File: src/rtl/mem_pkg.sv
// Shared types and constants for the MEM-stage data-memory initiator.
// Also holds the request legality rule so the writeback side can reuse it.
package mem_pkg;

  localparam logic [1:0] SZ_BYTE = 2'b00;
  localparam logic [1:0] SZ_HALF = 2'b01;
  localparam logic [1:0] SZ_WORD = 2'b10;

  localparam logic RW_READ  = 1'b0;
  localparam logic RW_WRITE = 1'b1;

  typedef enum logic [1:0] {
    StIdle,
    StSetup,
    StStrobe,
    StDone
  } state_e;

  function automatic logic req_illegal(logic [1:0] size, logic [31:0] addr,
                                       int unsigned mem_bytes, logic check_align);
    logic misaligned;
    misaligned = ((size == SZ_HALF) && addr[0]) ||
                 ((size == SZ_WORD) && (addr[1:0] != 2'b00));
    return (size == 2'b11) || (addr >= mem_bytes) || (check_align && misaligned);
  endfunction

endpackage

File: src/rtl/mem_access_ctrl_if.sv
// Request, response and data-RAM port bundle for mem_access_ctrl.
// slave is the controller's view; master is the pipeline/RAM side.
interface mem_access_ctrl_if;

  logic        req_valid;
  logic        req_ready;
  logic        req_load;
  logic [1:0]  req_size;
  logic        req_signed;
  logic [31:0] req_addr;
  logic [31:0] req_wdata;

  logic        ram_enable;
  logic        ram_read_write;
  logic [1:0]  ram_size;
  logic [31:0] ram_address;
  logic [31:0] ram_data_in;
  logic [31:0] ram_data_out;

  logic        rsp_valid;
  logic [31:0] rsp_rdata;
  logic        rsp_err;
  logic        stall;

  modport slave (
    input  req_valid, req_load, req_size, req_signed, req_addr, req_wdata, ram_data_out,
    output req_ready, ram_enable, ram_read_write, ram_size, ram_address, ram_data_in,
    output rsp_valid, rsp_rdata, rsp_err, stall
  );

  modport master (
    output req_valid, req_load, req_size, req_signed, req_addr, req_wdata, ram_data_out,
    input  req_ready, ram_enable, ram_read_write, ram_size, ram_address, ram_data_in,
    input  rsp_valid, rsp_rdata, rsp_err, stall
  );

endinterface

File: src/rtl/load_extender.sv
// Combinational load-data extender: selects byte/halfword/word from right-justified
// RAM data and zero- or sign-extends it. Shared with the writeback mux.
module load_extender
  import mem_pkg::*;
(
  input  logic [1:0]  size,
  input  logic        sign_ext,
  input  logic [31:0] data_in,
  output logic [31:0] data_out
);

  always_comb begin
    data_out = data_in;
    case (size)
      SZ_BYTE: data_out = {{24{sign_ext & data_in[7]}}, data_in[7:0]};
      SZ_HALF: data_out = {{16{sign_ext & data_in[15]}}, data_in[15:0]};
      default: data_out = data_in;
    endcase
  end

endmodule

File: src/rtl/mem_access_ctrl.sv
// MEM-stage initiator: drives the level-sensitive data RAM with a setup/strobe/release
// sequence and returns extended load data plus an error flag toward MEM/WB.
module mem_access_ctrl
  import mem_pkg::*;
#(
  parameter int unsigned MEM_BYTES   = 256,
  parameter bit          CHECK_ALIGN = 1'b1
) (
  input logic              clk,
  input logic              rst_n,
  mem_access_ctrl_if.slave bus
);

  state_e      state_q;
  logic        signed_q;
  logic        accept;
  logic        illegal;
  logic [31:0] ext_data;

  assign accept  = bus.req_valid && (state_q == StIdle);
  assign illegal = req_illegal(bus.req_size, bus.req_addr, MEM_BYTES, CHECK_ALIGN);

  // Only these two decode state directly; everything else is registered.
  assign bus.req_ready = (state_q == StIdle);
  assign bus.stall     = (state_q == StSetup) || (state_q == StStrobe) ||
                         ((state_q == StIdle) && bus.req_valid);

  load_extender u_load_extender (
    .size     (bus.ram_size),
    .sign_ext (signed_q),
    .data_in  (bus.ram_data_out),
    .data_out (ext_data)
  );

  always_ff @(posedge clk or negedge rst_n) begin
    if (!rst_n) begin
      state_q            <= StIdle;
      signed_q           <= 1'b0;
      bus.ram_enable     <= 1'b0;
      bus.ram_read_write <= RW_READ;
      bus.ram_size       <= SZ_BYTE;
      bus.ram_address    <= '0;
      bus.ram_data_in    <= '0;
      bus.rsp_valid      <= 1'b0;
      bus.rsp_rdata      <= '0;
      bus.rsp_err        <= 1'b0;
    end else begin
      unique case (state_q)
        StIdle: begin
          if (accept) begin
            signed_q <= bus.req_signed;
            if (illegal) begin
              state_q       <= StDone;
              bus.rsp_valid <= 1'b1;
              bus.rsp_err   <= 1'b1;
              bus.rsp_rdata <= '0;
            end else begin
              // The RAM-facing registers double as the latched request, so the
              // address/size/data are stable a full cycle before Enable rises.
              state_q            <= StSetup;
              bus.ram_read_write <= bus.req_load ? RW_READ : RW_WRITE;
              bus.ram_size       <= bus.req_size;
              bus.ram_address    <= bus.req_addr;
              bus.ram_data_in    <= bus.req_wdata;
            end
          end
        end
        StSetup: begin
          state_q        <= StStrobe;
          bus.ram_enable <= 1'b1;
        end
        StStrobe: begin
          state_q        <= StDone;
          bus.ram_enable <= 1'b0;
          bus.rsp_valid  <= 1'b1;
          bus.rsp_err    <= 1'b0;
          bus.rsp_rdata  <= (bus.ram_read_write == RW_READ) ? ext_data : '0;
        end
        StDone: begin
          state_q       <= StIdle;
          bus.rsp_valid <= 1'b0;
        end
        default: state_q <= StIdle;
      endcase
    end
  end

endmodule

File: src/flat_wrapper.sv
// flat-port wrapper written by rule: the top's interface ports become plain ports
module mem_access_ctrl_flat import mem_pkg::*;
#(
  parameter int unsigned MEM_BYTES   = 256,
  parameter bit          CHECK_ALIGN = 1'b1
)
  (clk, rst_n, bus_req_valid, bus_req_load, bus_req_size, bus_req_signed, bus_req_addr, bus_req_wdata, bus_ram_data_out, bus_req_ready, bus_ram_enable, bus_ram_read_write, bus_ram_size, bus_ram_address, bus_ram_data_in, bus_rsp_valid, bus_rsp_rdata, bus_rsp_err, bus_stall);
  mem_access_ctrl_if bus_i ();
  input logic clk;
  input logic rst_n;
  input wire logic [$bits(bus_i.req_valid)-1:0] bus_req_valid;
  input wire logic [$bits(bus_i.req_load)-1:0] bus_req_load;
  input wire logic [$bits(bus_i.req_size)-1:0] bus_req_size;
  input wire logic [$bits(bus_i.req_signed)-1:0] bus_req_signed;
  input wire logic [$bits(bus_i.req_addr)-1:0] bus_req_addr;
  input wire logic [$bits(bus_i.req_wdata)-1:0] bus_req_wdata;
  input wire logic [$bits(bus_i.ram_data_out)-1:0] bus_ram_data_out;
  output wire logic [$bits(bus_i.req_ready)-1:0] bus_req_ready;
  output wire logic [$bits(bus_i.ram_enable)-1:0] bus_ram_enable;
  output wire logic [$bits(bus_i.ram_read_write)-1:0] bus_ram_read_write;
  output wire logic [$bits(bus_i.ram_size)-1:0] bus_ram_size;
  output wire logic [$bits(bus_i.ram_address)-1:0] bus_ram_address;
  output wire logic [$bits(bus_i.ram_data_in)-1:0] bus_ram_data_in;
  output wire logic [$bits(bus_i.rsp_valid)-1:0] bus_rsp_valid;
  output wire logic [$bits(bus_i.rsp_rdata)-1:0] bus_rsp_rdata;
  output wire logic [$bits(bus_i.rsp_err)-1:0] bus_rsp_err;
  output wire logic [$bits(bus_i.stall)-1:0] bus_stall;
  assign bus_i.req_valid = bus_req_valid;
  assign bus_i.req_load = bus_req_load;
  assign bus_i.req_size = bus_req_size;
  assign bus_i.req_signed = bus_req_signed;
  assign bus_i.req_addr = bus_req_addr;
  assign bus_i.req_wdata = bus_req_wdata;
  assign bus_i.ram_data_out = bus_ram_data_out;
  assign bus_req_ready = bus_i.req_ready;
  assign bus_ram_enable = bus_i.ram_enable;
  assign bus_ram_read_write = bus_i.ram_read_write;
  assign bus_ram_size = bus_i.ram_size;
  assign bus_ram_address = bus_i.ram_address;
  assign bus_ram_data_in = bus_i.ram_data_in;
  assign bus_rsp_valid = bus_i.rsp_valid;
  assign bus_rsp_rdata = bus_i.rsp_rdata;
  assign bus_rsp_err = bus_i.rsp_err;
  assign bus_stall = bus_i.stall;
  mem_access_ctrl #(.MEM_BYTES(MEM_BYTES), .CHECK_ALIGN(CHECK_ALIGN)) u_core (.clk(clk), .rst_n(rst_n), .bus(bus_i));
endmodule
File: config.mk
export PLATFORM = sky130hd
export DESIGN_NAME = mem_access_ctrl_flat
export DESIGN_NICKNAME = d
export VERILOG_FILES = /design/src/rtl/mem_pkg.sv /design/src/rtl/mem_access_ctrl_if.sv /design/src/rtl/load_extender.sv /design/src/rtl/mem_access_ctrl.sv /design/src/flat_wrapper.sv
export SDC_FILE = /design/constraint.sdc
export NUM_CORES = 1
export LEC_CHECK = 0
export CORE_MARGIN = 4
export CORE_UTILIZATION = 37
export DETAILED_ROUTE_END_ITERATION = 8
export PLACE_DENSITY = 0.77
export REMOVE_ABC_BUFFERS = 1
export SLEW_MARGIN = 10
export SYNTH_ARGS = -nofsm -noshare
export SYNTH_HDL_FRONTEND = slang
export SYNTH_SLANG_ARGS = --single-unit
File: constraint.sdc
create_clock -name clk -period 2.5 [get_ports clk]
set_clock_uncertainty 0.2 [all_clocks]
set_input_delay 0.5 -clock clk [delete_from_list [all_inputs] [get_ports clk]]
set_output_delay 0.5 -clock clk [all_outputs]
set_load 0.005 [all_outputs]
==> results of run 1 <==
final cells by class:
cell class	instances	area [µm²]	share of cell area (%)
clock buffers	10	229.0	3.144
clock inverters	6	58.81	0.8076
flip-flops and latches	105	2628	36.08
multi-input cells	185	1597	21.92
inverters	20	75.07	1.031
repair buffers	245	2516	34.55
well taps	143	178.9	2.457
per-stage QoR:
step | setup WS [ps] | util (%) | power (µW)
floorplan | -1480 | - | 2241
global route | -3.548 | 63.50 | 4477
detailed placement | -325.7 | 58.48 | 2767
finish | 55.78 | 63.50 | 4285
CTS | 28.64 | 61.20 | 4171
global placement | -272.2 | 58.48 | 2741
worst max-delay path by stage:
stage                                        startpoint  slack (ps)                               endpoint
after global placement                  bus_req_addr[8]        -270   u_core.bus.rsp_rdata[26]$_DFFE_PN0P_
after CTS                 u_core.state_q[0]$_DFFE_PN0P_          30   u_core.bus.rsp_rdata[17]$_DFFE_PN0P_
after detailed placement                bus_req_addr[8]        -330   u_core.bus.rsp_rdata[17]$_DFFE_PN0P_
after global routing      u_core.state_q[1]$_DFFE_PN0P_          -4  u_core.bus.ram_address[7]$_DFFE_PN0P_
after floorplan           u_core.state_q[0]$_DFFE_PN0P_       -1480  u_core.bus.ram_address[7]$_DFFE_PN0P_
final                                  bus_req_addr[30]          60  u_core.bus.ram_address[7]$_DFFE_PN0P_
metal layers:
layer,vias up,wire length (µm),share of wire [%]
met4,0,221,1.8
li1,1616,-,-
met2,144,6128,49
met5,-,0,0
met1,1710,5070,40
met3,17,1176,9.3
cells by family (layout without fill, tap and decap cells):
family | after synthesis | count (layout) | synth area share, %
AND/OR/NAND/NOR | 60 | 60 | 9.161
multiplexers | 71 | 71 | 18.32
AO/OA/AOI/OAI | 51 | 51 | 7.289
flip-flops | 105 | 105 | 60.50
buffers and inverters | 36 | 281 | 3.860
adder cells (fa/ha/maj) | 3 | 3 | 0.8644
cells in the final DEF, fill, tap and decap left out, types with 2 or more instances in the layout:
cell type,count
nor4b_4,2
dfrtp_1,105
mux2_1,15
nand2b_1,2
mux2_2,51
mux2i_1,3
mux2_4,2
o2bb2ai_1,9
nand3_1,9
nor4_2,3
inv_2,2
nor2b_1,25
clkinv_2,4
clkdlybuf4s50_1,197
ha_1,2
nor3_1,3
clkbuf_16,14
buf_6,2
buf_12,4
buf_4,28
a21oi_1,26
nand2_1,4
dlymetal6s2s_1,7
o21ai_0,11
nor2_1,4
inv_1,18
sequential cells by signal, summed over array words and instances, names as in the netlist:
| name | cells |
|---|---|
| u_core.bus.ram_address | 32 |
| u_core.bus.ram_data_in | 32 |
| u_core.bus.ram_enable | 1 |
| u_core.bus.ram_read_write | 1 |
| u_core.bus.ram_size | 2 |
| u_core.bus.rsp_err | 1 |
| u_core.bus.rsp_rdata | 32 |
| u_core.bus.rsp_valid | 1 |
| u_core.signed_q | 1 |
| u_core.state_q | 2 |
critical path, cell delays in order:
cell and delay (ps):
clkdlybuf4s50_1 420, nor4_2 270, nand3_2 160, nor4b_4 390, buf_6 210, clkbuf_16 180, mux2_2 330
power groups by stage:
stage	combinational (µW)	sequential, µW	clock [µW]
3_5_place_dp	952	1820	0
5_1_grt	1210	1780	1480
6_report	1140	1780	1370
2_1_floorplan	433	1810	0
3_3_place_gp	931	1810	0
4_1_cts	976	1780	1420
repair_timing:
item                                    in CTS  in global routing
buffers inserted                             2                  5
endpoints found under the setup margin      15                 71
gates cloned                                 0                  7
hold endpoints to repair                    32                  0
pin swaps                                    0                  9
hold buffers                                 1                  0
resized for setup                            2                 22
==> results.md, run 1 <==
- CTS tree: done
- Avg Inst Size Synth: 13.32 µm²
- Worst slew pin tran: 454.5 ps
- Number of global-route vias before repair: 3649
- P_int: 3156 µW
- Filler Cell Count: 902
- Crit path launch type: input pin
- Final WL: 12600 µm
- HP Start: u_core.bus.ram_data_in[27]$_DFFE_PN0P_
- Largest net degree at the start of global routing: 55
- Die width: 116.3 µm
- Routed vias: 3487
- Outcome: finished, final reports clean
- CP max FO: 6
- Reg2Reg Depth: 8
- GR Util met1: 20.97%
- Hold WS: 283.3 ps
- Syn. warnings: 0
- CTS buffer count: 9
- Top post-synthesis cells by area: dfrtp_1 (61%), mux2_2 (13%), mux2_1 (4.4%)
- Worst hold stages: 1
- First-pass GRT wire length: 18010 µm
- Clock sink count: 105
- Post-Syn Instances: 326
- WHS Endpoint: u_core.bus.ram_data_in[27]$_DFFE_PN0P_
- Clock Latency Late Sink: 330 ps
- Synth top cells by count: dfrtp_1 (105), mux2_2 (51), a21oi_1 (26)
- Switching share of power: 26.35%
- Die Y: 116.3 µm
- Most common cell in the netlist: dfrtp_1
- Netlist cell types: 33
- Post-Syn Area: 4343 µm²
- Share of cells above drive strength 1: 21.19%
- Die area: 13540 µm²
- Synth top area share: 60.50%
- Worst vdd ir: 0.3843 mV
- EDFF count, synth: 0
- Critical path endpoint category: flop
- Psw: 1129 µW
- Sequential cell area fraction in the yosys report: 60.50%
- I/O pins: 207
- Asr flop ratio synth: 100.0%
- R2r startpoint: u_core.state_q[1]$_DFFE_PN0P_
- WS Path Type: input pin to flop
- Average wire per standard cell: 17.64 µm
- Total global routing overflow: 0
- DR iter-0 viols: 182
- Leakage: 0.003428 µW
- Worst R2R Setup Slack: 60 ps
- Finished Layout Cells: 714
- Combinational Power Share: 26.6%
- First-pass DRT Iterations: 6
- Max-cap viol count: 0
- GR Util met2: 26.85%
- Flop pwr share: 41.6%
- Post-Layout Inst Area: 7282 µm²
- Root Buffer Master: clkbuf_16
- H-tree depth: 3
- Worst-path clk slew: 60 ps
- Setup violators final: 0
- Remaining DRCs: 0
- Post-synth top area cell: dfrtp_1
- Total Routing Usage GR: 16.86%
- Total core area: 11470 µm²
- Post-DP HPWL: 8750 µm
- Row Count: 39
- Max clock buf depth: 2
- Worst EP arrival: 2460 ps
- Initial antenna violation count: 0
- Reg2reg end: u_core.bus.ram_address[7]$_DFFE_PN0P_
- Worst Hold Class: flop to flop
- ANT nets after route: 0
- Area growth from synthesis to layout: 67.67%
- Initial core utilization: 37.87%
- Placed cells: 683
- Synth Register Bits: 105
- PD cells: 588.4 nW/µm²
- Final Wtd Congestion: 0.7744
- Setup TNS: 0 ps
- Post-placement cell area: 6706 µm²
- Worst relative slew slack: 69.70%
- GR peak layer: met2
- Vias per inst: 4.884
- Max Clk Rate: 409.1 MHz
- Final Max Slew Viols: 0
- Required time worst endpoint: 2520 ps
- Diodes inserted: 0
- Power share of the clock group: 31.9%
- Met3 usage: 5.959%
- Final Cycle Share: 97.77%
- Number of I/O port buffers: 206
- Commonest register cell after synthesis: dfrtp_1
- Minimum clock period after layout: 2444 ps
- Layout Nets: 672
- Final Hold Fails: 0
Note: power is estimated with default switching activity, not from simulation.
==> inputs of run 2 (changes only) <==
--- a/config.mk
+++ b/config.mk
@@ -6,11 +6,11 @@
 export NUM_CORES = 1
 export LEC_CHECK = 0
 export CORE_MARGIN = 4
-export CORE_UTILIZATION = 37
+export CORE_UTILIZATION = 44
 export DETAILED_ROUTE_END_ITERATION = 8
-export PLACE_DENSITY = 0.77
+export PLACE_DENSITY = 0.86
 export REMOVE_ABC_BUFFERS = 1
-export SLEW_MARGIN = 10
+export SLEW_MARGIN = 20
 export SYNTH_ARGS = -nofsm -noshare
 export SYNTH_HDL_FRONTEND = slang
 export SYNTH_SLANG_ARGS = --single-unit
==> constraint.sdc (replaced) <==
create_clock -name clk -period 3 [get_ports clk]
set_clock_uncertainty 0.2 [all_clocks]
set_input_delay 0.6 -clock clk [delete_from_list [all_inputs] [get_ports clk]]
set_output_delay 0.6 -clock clk [all_outputs]
set_load 0.005 [all_outputs]
==> results.md, run 2 (synthesis gave the netlist of run 1 again) <==
- Worst slew pin tran: 619.2 ps
- PD cells: 454.6 nW/µm²
- Worst Hold Class: input pin to asynchronous set/reset pin
- Root Buffer Master: clkbuf_8
- Psw: 827.9 µW
- Switching share of power: 26.84%
- Routed vias: 3341
- I/O pins: 207
- Largest net degree at the start of global routing: 60
- Worst-path clk slew: 100 ps
- Required time worst endpoint: 2200 ps
- WS Path Type: input pin to primary output
- Final WL: 11450 µm
- Critical path endpoint category: primary output
- DR iter-0 viols: 109
- Post-Layout Inst Area: 6787 µm²
- Final Wtd Congestion: 0.8414
- Finished Layout Cells: 671
- Die area: 11520 µm²
- Number of I/O port buffers: 206
- ANT nets after route: 0
- Post-layout util: 72.08%
- Filler Cell Count: 653
- Final Cycle Share: 91.34%
- Hold Buf Count CTS: 0
- Clock Latency Late Sink: 340 ps
- CTS tree: done
- CTS buffer count: 9
- Total global routing overflow: 0
- Clock sink count: 105
- Outcome: finished, final reports clean
- Power share of the clock group: 28.2%
- Leakage: 0.003136 µW
- Post-cts resize count: 0
- Area growth from synthesis to layout: 56.27%
- Worst relative slew slack: 58.63%
- Max clock buf depth: 2
- Minimum clock period after layout: 2740 ps
- Layout Nets: 644
- Post-DP HPWL: 8778 µm
- Final Max Slew Viols: 0
- Average wire per standard cell: 17.06 µm
- First-pass GRT wire length: 18170 µm
- Initial core utilization: 46.13%
- P_int: 2257 µW
- Die Y: 107.4 µm
- Post-placement cell area: 6591 µm²
- Initial antenna violation count: 0
- Worst EP arrival: 1940 ps
- H-tree depth: 3
- Postcts setup bufs: 0
- Diodes inserted: 0
- Remaining DRCs: 0
- Commonest non-fill, non-tap cell in the layout: clkdlybuf4s50_1
- Reg2reg end: u_core.bus.rsp_rdata[25]$_DFFE_PN0P_
- CP max FO: 4
- Largest registers: u_core.bus.ram_address (32), u_core.bus.ram_data_in (32), u_core.bus.rsp_rdata (32)
- Placed cells: 656
- Vias per inst: 4.979
- R2r startpoint: u_core.state_q[0]$_DFFE_PN0P_
- Reg2Reg Depth: 8
- Row Count: 35
- Share of cells above drive strength 1: 15.87%
- Number of global-route vias before repair: 3540
- Setup violators final: 0
- Flop pwr share: 48.1%
- Combinational Power Share: 23.8%
- Worst R2R Setup Slack: 570 ps
- Max-cap viol count: 0
- Crit path launch type: input pin
- Total core area: 9415 µm²
- Final Hold Fails: 0
- Total Routing Usage GR: 20.05%
- Worst vdd ir: 0.3534 mV
- Max Clk Rate: 365.0 MHz
- First-pass DRT Iterations: 4
- Hold WS: 42.86 ps
- Most frequent cells in the layout: clkdlybuf4s50_1 (205), dfrtp_1 (105), mux2_2 (51)
- Die width: 107.4 µm
- RSZ-0062 raised after global routing: no
[run 2: cell count changes in the layout (fill, tap and decap cells not counted), sizes merged]
cell	previous run	this run
buf	34	12
dlygate4sd3	1	0
clkbuf	15	11
dlymetal6s2s	7	0
dlygate4sd2	1	0
clkinv	5	1
clkinvlp	0	2
clkdlybuf4s50	197	205
[run 2: per-stage QoR]
stage                     TNS, ps  worst slack [ps]  power [µW]
after CTS                       0             229.9        3119
after floorplan            -58000            -985.7        1867
after global routing            0             145.5        3244
after global placement          0             120.0        2235
after detailed placement        0             38.97        2256
final                           0             259.9        3085
[run 2: final cells by class]
cell class,instances,area (µm²),area share (%)
Tap cell,129,161.4,2.378
Clock inverter,4,53.80,0.7928
Inverter,20,75.07,1.106
Timing Repair Buffer,217,2180,32.12
Multi-Input combinational cell,185,1548,22.81
Sequential cell,105,2628,38.72
Clock buffer,11,141.4,2.083
[run 2: worst max-delay path by stage]
| stage | startpoint | to | slack [ps] | cells after the start |
|---|---|---|---|---|
| finish | bus_req_valid | bus_stall | 260 | 4 |
| detailed placement | bus_req_addr[21] | u_core.bus.ram_data_in[31]$_DFFE_PN0P_ | 40 | 6 |
| global placement | bus_req_addr[8] | u_core.bus.rsp_rdata[17]$_DFFE_PN0P_ | 120 | 7 |
| floorplan | bus_req_addr[25] | u_core.bus.ram_address[7]$_DFFE_PN0P_ | -990 | 4 |
| CTS | u_core.state_q[0]$_DFFE_PN0P_ | bus_stall | 230 | 6 |
| global route | u_core.state_q[0]$_DFFE_PN0P_ | bus_stall | 150 | 6 |
[run 2: power by group through the flow]
stage	Sequential [µW]	Combinational (µW)	Clock, µW
floorplan	1510	361	0
global placement	1510	727	0
detailed placement	1510	746	0
CTS	1480	745	891
global route	1490	800	953
finish	1480	734	869
[run 2: critical path, stage by stage]
cell,delay [ps]
clkdlybuf4s50_1,530
nand2_1,160
nand2b_1,130
clkdlybuf4s50_1,520
[run 2: per-layer routing]
metal	GRT usage [%]	wire [µm]	vias up	share of wire (%)
met4	5.771	189	0	1.7
met3	8.938	1381	13	12
met2	33.15	5510	152	48
li1	-	-	1555	-
met1	23.70	4366	1621	38
met5	0	0	-	0
==> inputs of run 3 (changes only) <==
--- a/config.mk
+++ b/config.mk
@@ -5,11 +5,12 @@
 export SDC_FILE = /design/constraint.sdc
 export NUM_CORES = 1
 export LEC_CHECK = 0
+export CELL_PAD_IN_SITES_DETAIL_PLACEMENT = 1
+export CELL_PAD_IN_SITES_GLOBAL_PLACEMENT = 1
 export CORE_MARGIN = 4
-export CORE_UTILIZATION = 44
+export CORE_UTILIZATION = 32
 export DETAILED_ROUTE_END_ITERATION = 8
-export PLACE_DENSITY = 0.86
-export REMOVE_ABC_BUFFERS = 1
+export PLACE_DENSITY_LB_ADDON = 0.1
 export SLEW_MARGIN = 20
 export SYNTH_ARGS = -nofsm -noshare
 export SYNTH_HDL_FRONTEND = slang
==> results.md, run 3 (synthesis gave the netlist of run 1 again) <==
- Outcome: finished, final reports clean
- Pre-CTS setup slack: 19.35 ps
- Power share of the clock group: 33.0%
- Worst vdd ir: 0.2626 mV
- Root Buffer Master: clkbuf_16
- Hold Buf Count CTS: 0
- Final Wtd Congestion: 0.7421
- Vias per inst: 4.664
- WS Path Type: flop to primary output
- PD cells: 481.9 nW/µm²
- Row Count: 42
- CTS buffer count: 9
- Post-DP HPWL: 9445 µm
- Finished Layout Cells: 723
- Total global routing overflow: 0
- DR iter-0 viols: 78
- Met3 WL: 1053 µm
- Post-route setup slack: 319.2 ps
- Highest metal used: met4
- Final Cycle Share: 89.36%
- CTS tree: done
- Crit path launch type: flop
- Final WL: 12500 µm
- Worst relative slew slack: 62.96%
- Setup violators final: 0
- Flop pwr share: 44.3%
- H-tree depth: 3
- Multi-input combinational cell area: 1548 µm²
- Layout Nets: 649
- RSZ-0062 raised after global routing: no
- Largest registers: u_core.bus.ram_address (32), u_core.bus.ram_data_in (32), u_core.bus.rsp_rdata (32)
- Share of cells above drive strength 1: 16.64%
- Worst EP arrival: 1880 ps
- Postcts setup bufs: 0
- Most frequent cells in the layout: clkdlybuf4s50_1 (205), dfrtp_1 (105), mux2_2 (51)
- Worst slew pin tran: 555.7 ps
- P_int: 2442 µW
- Setup TNS: 0 ps
- Filler Cell Count: 1389
- Max clock buf depth: 2
- Leakage: 0.003201 µW
- ANT nets after route: 0
- Post-cts resize count: 0
- Minimum clock period after layout: 2681 ps
- Commonest non-fill, non-tap cell in the layout: clkdlybuf4s50_1
- Initial core utilization: 32.79%
- Worst-path clk slew: 70 ps
- Final Hold Fails: 0
- Final Max Slew Viols: 0
- Total core area: 13240 µm²
- Max Clk Rate: 373.0 MHz
- Psw: 912.0 µW
- Die area: 15500 µm²
- Total Routing Usage GR: 16.23%
- Critical path endpoint category: primary output
- Clock sink count: 105
- Remaining DRCs: 0
- Routed vias: 3372
- First-pass DRT Iterations: 4
- Area growth from synthesis to layout: 60.27%
- Switching share of power: 27.19%
- Seq. cell area: 2628 µm²
- Initial antenna violation count: 0
- CP max FO: 6
- DR WL met2: 6140 µm
- Placed cells: 708
- First-pass GRT wire length: 20190 µm
- Diodes inserted: 0
- Combinational Power Share: 22.8%
- Final Power: 3354 µW
- Required time worst endpoint: 2200 ps
- Number of global-route vias before repair: 3790
- Max-cap viol count: 0
- Clock Latency Late Sink: 340 ps
- Average wire per standard cell: 17.29 µm
- I/O pins: 207
- Die Y: 124.5 µm
- Syn nets: 432
- Number of I/O port buffers: 206
- Die width: 124.5 µm
- Worst Hold Class: input pin to asynchronous set/reset pin
- Largest net degree at the start of global routing: 56
- Routed length on met1: 5104 µm
[run 3: final timing paths]
| path | start | to | slack [ps] | depth (start not counted) |
|---|---|---|---|---|
| min in group clk | u_core.bus.rsp_rdata[2]$_DFFE_PN0P_ | u_core.bus.rsp_rdata[2]$_DFFE_PN0P_ | 290 | 1 |
| worst max-delay path | u_core.state_q[0]$_DFFE_PN0P_ | bus_stall | 320 | 6 |
| worst min register to register | u_core.bus.rsp_rdata[2]$_DFFE_PN0P_ | u_core.bus.rsp_rdata[2]$_DFFE_PN0P_ | 290 | 1 |
| worst max register to register | u_core.state_q[0]$_DFFE_PN0P_ | u_core.bus.ram_size[1]$_DFFE_PN0P_ | 530 | 8 |
| max in group asynchronous | rst_n | u_core.bus.ram_data_in[1]$_DFFE_PN0P_ | 1840 | 2 |
| worst min-delay path | rst_n | u_core.bus.rsp_rdata[1]$_DFFE_PN0P_ | 30 | 1 |
[run 3: stage by stage]
stage | utilization [%] | area, µm² | hold WS [ps]
after floorplan | - | 4343 | 104.4
after global placement | 50.50 | 6688 | 267.9
after detailed placement | 50.50 | 6688 | 274.2
after CTS | 52.56 | 6960 | 43.83
after global routing | 52.56 | 6960 | 73.25
final | 52.56 | 6960 | 33.67
[run 3: worst max-delay path, stage by stage (launching register included)]
cell and delay (ps):
dfrtp_1 400, inv_1 100, ha_1 190, buf_4 150
nand2_1 70, nand2b_1 100, clkdlybuf4s50_1 530
[run 3: cell type report]
cell class | count | share of cell area [%]
sequential | 105 | 37.75
timing repair buffer | 222 | 31.85
multi-input combinational | 185 | 22.24
clock buffer | 11 | 3.487
tap | 176 | 3.164
inverter | 20 | 1.079
clock inverter | 4 | 0.4314
[run 3: power groups by stage]
stage                     Clock (µW)  Combinational (µW)  Sequential [µW]
after floorplan                    0                 390             1510
after global placement             0                 758             1510
after detailed placement           0                 772             1510
after CTS                       1150                 776             1480
after global routing            1210                 828             1490
final                           1110                 764             1480
[run 3: per-layer routing]
metal  track usage, %  vias up
met4            5.609        0
met1            19.11     1673
met5                0        -
met3            6.604       13
met2            26.84      122
li1                 -     1564
